### src/rtl/ddr5_pkg.sv
// Shared types, address-map bit positions and the address decoder for the
// DDR5 request queue.
package ddr5_pkg;

  localparam int REQ_CYC_W = 64;
  localparam int ADDR_W    = 34;
  localparam int CORE_W    = 4;
  localparam int ROW_W     = 16;
  localparam int COL_W     = 10;

  localparam int BYTE_SEL_LSB = 0;
  localparam int BYTE_SEL_W   = 2;
  localparam int LOW_COL_LSB  = 2;
  localparam int LOW_COL_W    = 4;
  localparam int CHANNEL_BIT  = 6;
  localparam int BG_LSB       = 7;
  localparam int BG_W         = 3;
  localparam int BANK_LSB     = 10;
  localparam int BANK_W       = 2;
  localparam int HIGH_COL_LSB = 12;
  localparam int HIGH_COL_W   = 6;
  localparam int ROW_LSB      = 18;

  typedef enum logic [1:0] {
    READ   = 2'd0,
    WRITE  = 2'd1,
    IFETCH = 2'd2
  } opn_t;

  typedef struct packed {
    logic [REQ_CYC_W-1:0] cyc;
    logic [CORE_W-1:0]    core;
    opn_t                 opn;
    logic [BYTE_SEL_W-1:0] byte_sel;
    logic                 channel;
    logic [BG_W-1:0]      bank_group;
    logic [BANK_W-1:0]    bank;
    logic [ROW_W-1:0]     row;
    logic [COL_W-1:0]     column;
    logic [ADDR_W-1:0]    addr;
  } req_t;

  // Fills only the address-derived fields; cyc, core and opn are left zero.
  function automatic req_t decode_addr(input logic [ADDR_W-1:0] addr);
    req_t r;
    r            = '0;
    r.byte_sel   = addr[BYTE_SEL_LSB +: BYTE_SEL_W];
    r.channel    = addr[CHANNEL_BIT];
    r.bank_group = addr[BG_LSB +: BG_W];
    r.bank       = addr[BANK_LSB +: BANK_W];
    r.row        = addr[ROW_LSB +: ROW_W];
    r.column     = {addr[HIGH_COL_LSB +: HIGH_COL_W], addr[LOW_COL_LSB +: LOW_COL_W]};
    r.addr       = addr;
    return r;
  endfunction

endpackage

### src/rtl/ddr5_sync_fifo.sv
// Single-clock in-order FIFO with synchronous active-high reset; full/empty
// are derived from the occupancy count.
module ddr5_sync_fifo #(
  parameter int WIDTH = 8,
  parameter int DEPTH = 16
) (
  input  logic                     clk,
  input  logic                     rst,
  input  logic                     push,
  input  logic                     pop,
  input  logic [WIDTH-1:0]         wdata,
  output logic [WIDTH-1:0]         rdata,
  output logic [$clog2(DEPTH):0]   count,
  output logic                     full,
  output logic                     empty
);

  localparam int PTR_W = $clog2(DEPTH);
  localparam logic [PTR_W:0] DEPTH_CNT = (PTR_W + 1)'(DEPTH);

  logic [WIDTH-1:0] mem_q [DEPTH];
  logic [PTR_W-1:0] wr_ptr_q, wr_ptr_d;
  logic [PTR_W-1:0] rd_ptr_q, rd_ptr_d;
  logic [PTR_W:0]   count_q, count_d;
  logic             do_push, do_pop;

  assign full  = (count_q == DEPTH_CNT);
  assign empty = (count_q == '0);
  assign count = count_q;
  assign rdata = mem_q[rd_ptr_q];

  // NOTE: every signal written here gets a default first, so no path leaves
  // it unassigned and no latch is inferred.
  always_comb begin
    do_push  = push && !full;
    do_pop   = pop && !empty;
    wr_ptr_d = wr_ptr_q;
    rd_ptr_d = rd_ptr_q;
    count_d  = count_q;
    if (do_push) wr_ptr_d = wr_ptr_q + PTR_W'(1);
    if (do_pop)  rd_ptr_d = rd_ptr_q + PTR_W'(1);
    case ({do_push, do_pop})
      2'b10:   count_d = count_q + (PTR_W + 1)'(1);
      2'b01:   count_d = count_q - (PTR_W + 1)'(1);
      default: count_d = count_q;
    endcase
  end

  // NOTE: state flops use non-blocking assignments so every flop samples
  // pre-edge values regardless of block ordering.
  always_ff @(posedge clk) begin
    if (rst) begin
      wr_ptr_q <= '0;
      rd_ptr_q <= '0;
      count_q  <= '0;
    end else begin
      wr_ptr_q <= wr_ptr_d;
      rd_ptr_q <= rd_ptr_d;
      count_q  <= count_d;
    end
  end

  // NOTE: storage is deliberately not reset; count decides which entries
  // are meaningful, and leaving the array reset-free keeps it a plain RAM.
  always_ff @(posedge clk) begin
    if (do_push) mem_q[wr_ptr_q] <= wdata;
  end

endmodule

### src/rtl/ddr5_req_queue.sv
// DDR5 request queue: holds timestamped CPU requests until due, drops illegal
// ones, decodes legal ones into DRAM fields and buffers them in order.
// Optional statistics (full_cycles, max_count) under DDR5_REQQ_STATS_EN.
module ddr5_req_queue
  import ddr5_pkg::*;
#(
  parameter int DEPTH     = 16,
  parameter int NUM_CORES = 13,
  parameter int CYC_W     = REQ_CYC_W
) (
  input  logic                   clk,
  input  logic                   rst,
  input  logic                   in_valid,
  output logic                   in_ready,
  input  logic [CYC_W-1:0]       in_cyc,
  input  logic [3:0]             in_core,
  input  logic [1:0]             in_opn,
  input  logic [33:0]            in_addr,
  output logic                   out_valid,
  input  logic                   out_ready,
  output req_t                   out_req,
  output logic [CYC_W-1:0]       cur_cyc,
  output logic [$clog2(DEPTH):0] count,
  output logic                   full,
  output logic [15:0]            drop_cnt
`ifdef DDR5_REQQ_STATS_EN
  ,
  output logic [31:0]            full_cycles,
  output logic [$clog2(DEPTH):0] max_count
`endif
);

  localparam int CNT_W = $clog2(DEPTH) + 1;

  logic [CYC_W-1:0] cur_cyc_q, cur_cyc_d;
  logic [15:0]      drop_cnt_q, drop_cnt_d;
  logic             due, illegal, accept, push, pop;
  logic             fifo_empty;
  req_t             wr_entry, fifo_rdata;

  always_comb begin
    cur_cyc_d = cur_cyc_q + CYC_W'(1);
    due       = (cur_cyc_q >= in_cyc);
    illegal   = ({1'b0, in_core} >= 5'(NUM_CORES)) || (in_opn == 2'd3) || in_addr[CHANNEL_BIT];
    // Illegal requests are always consumed once due, even into a full queue.
    in_ready  = !rst && due && (illegal || !full);
    accept    = in_valid && in_ready;
    push      = accept && !illegal;
    pop       = out_valid && out_ready;

    drop_cnt_d = drop_cnt_q;
    if (accept && illegal && (drop_cnt_q != 16'hFFFF)) drop_cnt_d = drop_cnt_q + 16'd1;

    wr_entry      = decode_addr(in_addr);
    wr_entry.cyc  = in_cyc;
    wr_entry.core = in_core;
    wr_entry.opn  = opn_t'(in_opn);
  end

  always_ff @(posedge clk) begin
    if (rst) begin
      cur_cyc_q  <= '0;
      drop_cnt_q <= '0;
    end else begin
      cur_cyc_q  <= cur_cyc_d;
      drop_cnt_q <= drop_cnt_d;
    end
  end

  ddr5_sync_fifo #(
    .WIDTH ($bits(req_t)),
    .DEPTH (DEPTH)
  ) u_fifo (
    .clk   (clk),
    .rst   (rst),
    .push  (push),
    .pop   (pop),
    .wdata (wr_entry),
    .rdata (fifo_rdata),
    .count (count),
    .full  (full),
    .empty (fifo_empty)
  );

  assign out_valid = !fifo_empty;
  // Head is forced to zero while empty so the reset-free storage never leaks out.
  assign out_req   = fifo_empty ? '0 : fifo_rdata;
  assign cur_cyc   = cur_cyc_q;
  assign drop_cnt  = drop_cnt_q;

`ifdef DDR5_REQQ_STATS_EN
  logic [31:0]      full_cycles_q, full_cycles_d;
  logic [CNT_W-1:0] max_count_q, max_count_d;

  always_comb begin
    full_cycles_d = full_cycles_q;
    if (full && (full_cycles_q != 32'hFFFF_FFFF)) full_cycles_d = full_cycles_q + 32'd1;
    max_count_d = (count > max_count_q) ? count : max_count_q;
  end

  always_ff @(posedge clk) begin
    if (rst) begin
      full_cycles_q <= '0;
      max_count_q   <= '0;
    end else begin
      full_cycles_q <= full_cycles_d;
      max_count_q   <= max_count_d;
    end
  end

  assign full_cycles = full_cycles_q;
  assign max_count   = max_count_q;

  // Simulation-only trace of cycles spent at capacity.
  always @(posedge clk) begin
    if (!rst && full) $display("ddr5_req_queue: queue at capacity, cur_cyc=%0d", cur_cyc_q);
  end
`endif

endmodule

### config.mk
export PLATFORM = sky130hd
export DESIGN_NAME = ddr5_req_queue
export DESIGN_NICKNAME = d
export VERILOG_FILES = /design/src/rtl/ddr5_pkg.sv /design/src/rtl/ddr5_sync_fifo.sv /design/src/rtl/ddr5_req_queue.sv
export SDC_FILE = /design/constraint.sdc
export NUM_CORES = 1
export LEC_CHECK = 0
export CAP_MARGIN = 5
export CORE_MARGIN = 4
export CORE_UTILIZATION = 60
export DETAILED_ROUTE_END_ITERATION = 12
export GPL_TIMING_DRIVEN = 1
export PLACE_DENSITY = 0.87
export SYNTH_ARGS = -nofsm -noshare
export SYNTH_HDL_FRONTEND = slang
export SYNTH_SLANG_ARGS = --single-unit
### constraint.sdc
create_clock -name clk -period 8.2 [get_ports clk]
set_input_delay 1.64 -clock clk [delete_from_list [all_inputs] [get_ports clk]]
set_output_delay 1.64 -clock clk [all_outputs]
set_load 0.05 [all_outputs]
; ---- Yosys cells after proc, flatten, opt, wreduce, memory -nomap -nowiden
; Memories as Yosys holds them, arrays and structs flattened. A register that Yosys moved wholly into a read port is not among the register bits.
; Index checks and enable logic that the tools add are counted.
; W data, S select, Z words.
[classes]
addsub = 6
magnitude_cmp = 2
n_eq_ne = 5
muxes = 6
reduce_logical = 18
[op_table]
columns = operator, n
row1 = $mux W138, 1
row2 = $add A64 B1 Y64 const B, 1
row3 = $ge A64 B64 Y1, 1
row4 = $add A16 B1 Y16 const B, 1
row5 = $ne A16 B16 Y1 const B, 1
row6 = $pmux W5 S2, 1
row7 = $logic_and A1 B1 Y1, 9
row8 = $add A4 B1 Y4 const B, 2
row9 = $mux W4, 2
row10 = $add A5 B1 Y5 const B, 1
row11 = $eq A5 B5 Y1 const B, 1
row12 = $logic_not A5 Y1, 1
row13 = $sub A5 B1 Y5 const B, 1
row14 = $eq A2 B2 Y1 const B, 2
row15 = $ge A4 B4 Y1 const B, 1
row16 = $logic_not A1 Y1, 4
row17 = $logic_or A1 B1 Y1, 3
row18 = $eq A2 B1 Y1 const B, 1
row19 = $mux W1, 2
row20 = $reduce_bool A2 Y1, 1
[totals]
regBits = 93
ram_bits = 2208
input_bits = 108
out_inout_bits = 226
word_cells = 43
n_memories = 1
[memory_table]
columns = name, words, width, read_ports, rd_clocked_by_memory_dff, wr, line_no
row1 = u_fifo.mem_q, 16, 138, 1, 1, 1, ddr5_sync_fifo.sv:21  ; logic [WIDTH-1:0] mem_q [DEPTH];

; ---- Longest topological paths before layout
[depth]
ltp_word = 10
ltp_mapped = 19
mapped_depth_nobuf = 18

; ---- Modules after synthesis
; A second synthesis with hierarchy kept.
[hier_totals]
cells_unflattened = 4293
area_unflattened_um2 = 89195.5
[modules_own_cells]
columns = mod, n_inst, cells_per_inst, area_each_um2, seq_area_each_um2
row1 = ddr5_sync_fifo, 1, 3495, 83098.4, 66643.9
row2 = ddr5_req_queue, 1, 798, 6097.1, 1601.5

; ---- Least setup slack after synthesis
; Ideal clock, no wire load.
[synth_path]
path_type = input port to flip-flop
from = input in_cyc[63]
to = memory u_fifo.mem_q[11][100] (netlist name) (enable)
setup_ns = 0.475
arrival_ns = 5.809
required_time_ns = 7.725
path_slack_ns = 1.916
cell_stages = 10
path_cell_list = inv_1 -> ha_1 -> nand4_2 -> nor4_4 -> nand4_1 -> a21oi_2 -> nor4_2 -> nor2_1 -> clkbuf_1 -> and3_1
[synth_via]
elab_chain_len = 8
[synth_lines]
columns = item, line_no
row1 = "start, declared", ddr5_req_queue.sv:15  ; input logic [CYC_W-1:0] in_cyc,
row2 = $ge A64 B64 Y1, ddr5_req_queue.sv:43  ; due = (cur_cyc_q >= in_cyc);
row3 = $logic_and A1 B1 Y1 (2 in series), ddr5_req_queue.sv:46  ; in_ready = !rst && due && (illegal || !full);
row4 = $logic_and A1 B1 Y1, ddr5_req_queue.sv:47  ; accept = in_valid && in_ready;
row5 = $logic_and A1 B1 Y1, ddr5_req_queue.sv:48  ; push = accept && !illegal;
row6 = $logic_and A1 B1 Y1, ddr5_sync_fifo.sv:35  ; do_push = push && !full;
row7 = $mux W1, ddr5_sync_fifo.sv:66  ; if (do_push) mem_q[wr_ptr_q] <= wdata;
row8 = $mux W1 (not written as such), ddr5_sync_fifo.sv:66
row9 = "end, declared", ddr5_sync_fifo.sv:21
; Every way passes these cells.

; ---- Worst setup path in the final report
[layout_path]
from = input in_cyc[0]
to = output in_ready
[layout_via]
elab_chain_len = 3
[layout_lines]
columns = item, line_no
row1 = $ge A64 B64 Y1, ddr5_req_queue.sv:43
row2 = $logic_and A1 B1 Y1 (2 in series), ddr5_req_queue.sv:46
row3 = "end, declared", ddr5_req_queue.sv:14  ; output logic in_ready,
; Every way passes these cells.

==> results.yml <==
outcome:
  outcome: "finished clean"
critical_path:
  rr_startpoint: "cur_cyc[0]"
  worstPathCellList: "clkdlybuf4s50_1, ha_1, nand2b_1, a2111o_1, a311oi_1, a21oi_2, nor4_4, buf_4, a311oi_1, buf_4"
  reg2reg_slack_ps: 3200
  worstPathMaxFanout: 29
  crit_type: "in2out"
  rr_worst_depth: 19
  start_kind: "input port"
  r2r_end: "u_fifo.count[4]"
  cp_top_family: "compound AO/OA/AOI/OAI gates"
  cp_data_required_time_ps: 6560
  worst_ep_arrival_time_ps: 5630
  max_stage_delay_ps: 940
  cpMaxStageDelayCell: "clkdlybuf4s50_1"
  cp-end-kind: "primary output"
  crit_buf_inv: 3
floorplanning:
  ios: 334
  start_util_pct: 60.6
  fp.dieW_um: 348
  rows: 124
  die_height_um: 348
  core_sq_um: 115000
  die_area_sq_um: 121000
timing:
  setup_viol: 0
  fin_crit_ps: 7270
  hold_ws_ps: 515
  slew_viol_final: 0
  fmax_mhz: 138
  tns_ps: 0
  tightest_slew_ps: 1170
  slew_headroom_pct: 21.7
  hold_violations: 0
  skew_ps: 26.4
  rsz0062_at_grt: "no"
  finalCritPeriodShare_pct: 88.7
logic_synthesis:
  synth-seq-cells: 1761
  ys_warn_count: 0
  yosysUniqueCellTypes: 57
  seq_area_frac_synth_pct: 74.7
  netlist_instances: 3242
  synth_edf_count: 1664
  yosysMostFrequentCell: "edfxtp_1"
  synth-main-ff-cell: "edfxtp_1"
  syn_area_sq_um: 69500
  yosysTopAreaCellShare_pct: 71.9
  ys_async_sr_fraction_pct: 0
  synthTopCellsByArea: "edfxtp_1, mux4_2, dfxtp_1"
  synth_top_area_cell: "edfxtp_1"
  syn_nets: 3426
  synthTopCellsByCount: "edfxtp_1, mux4_2, and2_1"
  syn_area_per_cell_sq_um: 21.4
clock_network:
  clk_path_buf_depth: 3
  numCtsBuffers: 166
  htree_levels: 4
  cts_setup_buffers: 0
  worstSkewPairLatency_ps: 780
  clockRootBuffer: "clkbuf_16"
  cts_hold_buf: 0
  cts_resized: 0
  cts_tree: "done"
  path_clk_slew_ps: 60
  cts.sinks: 1761
cells_and_area:
  syn_to_final_growth_pct: 15.6
  final_cell_area_sq_um: 80300
  fin_nets: 3805
  drive_gt1_share_pct: 23.0
  instances_no_fill: 5272
global_route:
  grt_pass1_vias: 37400
  grt_max_degree: 105
  grt_pass1_wl_mm: 261
  grt_antenna_before_repair: 14
  grt-ovfl-total: 0
  grtUsageTotal_pct: 29.8
min_path:
  hold_start: "cur_cyc[0]"
  min_to: "cur_cyc[0]"
  hp-class: "reg2reg"
  hold_depth: 1
routing:
  ant_nets: 0
  firstDrtPassIters: 7
  routedWlPerCell_um: 33.8
  drt_iter0_markers: 5085
  drc_errors: 0
  vias: 36100
  finalWirelength_mm: 178
  via_per_inst: 6.85
power_and_ir_drop:
  irDropWorstVdd_uv: 209
  p_leak_nw: 24.9
  power_density_nw_per_um2: 221
  power_mw: 17.7
place:
  place_congestion: 0.810
  numPortBuffers: 333
  placed_cell_area_sq_um: 74900
  dp_cells: 4965
  post-dp-hpwl_mm: 90.5
flow_run:
  drv_cap: 0
-- per-stage QoR --
stage / util, % / worst slack, ps
floorplan: - / 1920
detailed placement: 65.3 / 1040
finish: 70.0 / 930
global placement: 65.3 / 1170
CTS: 70.0 / 960
global route: 70.0 / 828
-- power breakdown --
group	total, mW	internal, mW	switching, mW
logic	0.228	0.0645	0.163
clock network	7.69	4.37	3.32
registers	9.83	9.82	0.00239
-- layout by cell type (no fill, tap or decap), drive strengths merged, types with 24 or more instances in the layout --
cell type / Yosys / layout
a21oi: 59 / 59
and2: 112 / 112
and3: 35 / 35
buf: 87 / 71
clkbuf: 104 / 222
clkdlybuf4s50: 0 / 331
clkinv: 0 / 56
dfxtp: 97 / 97
edfxtp: 1664 / 1664
ha: 75 / 75
inv: 91 / 97
mux4: 520 / 520
nand2: 47 / 47
nand3: 32 / 32
nand4: 34 / 34
nor2: 73 / 73
o21ai: 35 / 35
or3: 28 / 28
xnor2: 25 / 25
xor2: 24 / 24
-- final cells by class --
class	instances	area [sq um]
Sequential cell	1761	51900
Fill cell	6286	34400
Multi-Input combinational cell	1199	16400
Clock buffer	222	4570
Timing Repair Buffer	402	4310
Tap cell	1512	1890
Clock inverter	77	855
Inverter	91	342
Antenna cell	8	20.0
-- registers in the layout, indices dropped and copies added, names as in the netlist, named ones only --
name             flops
cur_cyc             64
drop_cnt            16
u_fifo.count         5
u_fifo.mem_q      1664
u_fifo.rd_ptr_q      4
u_fifo.wr_ptr_q      4
-- cells by family (layout without fill, tap and decap cells) --
| logic type | count (synthesis) | after routing | share of synthesized area [%] |
|---|---|---|---|
| buffers and inverters | 282 | 792 | 1.81 |
| AND/OR/NAND/NOR | 422 | 422 | 3.42 |
| adder cells (fa/ha/maj) | 76 | 76 | 1.38 |
| other | 0 | 8 | 0 |
| flip-flops | 1761 | 1761 | 74.7 |
| multiplexers | 529 | 529 | 17.0 |
| XOR/XNOR | 49 | 49 | 0.618 |
| AO/OA/AOI/OAI | 123 | 123 | 1.03 |
-- worst reg2reg max path: cells and delay by family (launching register included) --
kind / cells / cell delay [ps]
simple gates: 4 / 910
flops: 1 / 430
buf+inv: 5 / 720
compound gates: 6 / 1830
fa+ha+maj: 3 / 920
xor+xnor: 1 / 130
-- worst max-delay path by stage --
stage,slack (ps),startpoint,to,cells past startpoint
2_1_floorplan,1920,in_cyc[63],u_fifo.mem_q[11][100],10
3_3_place_gp,1170,in_cyc[0],in_ready,10
3_5_place_dp,1040,in_cyc[0],in_ready,10
4_1_cts,960,in_cyc[0],in_ready,10
5_1_grt,830,in_cyc[0],in_ready,10
6_report,930,in_cyc[0],in_ready,10
-- per-layer routing --
layer	global-route usage, %	vias up	share of wire (%)
li1	-	14200	-
met1	40.4	18800	36
met2	49.1	2766	51
met3	6.28	415	10
met4	10.3	10	3.4
met5	0	-	0.034
Note: power is estimated with default switching activity, not from simulation.
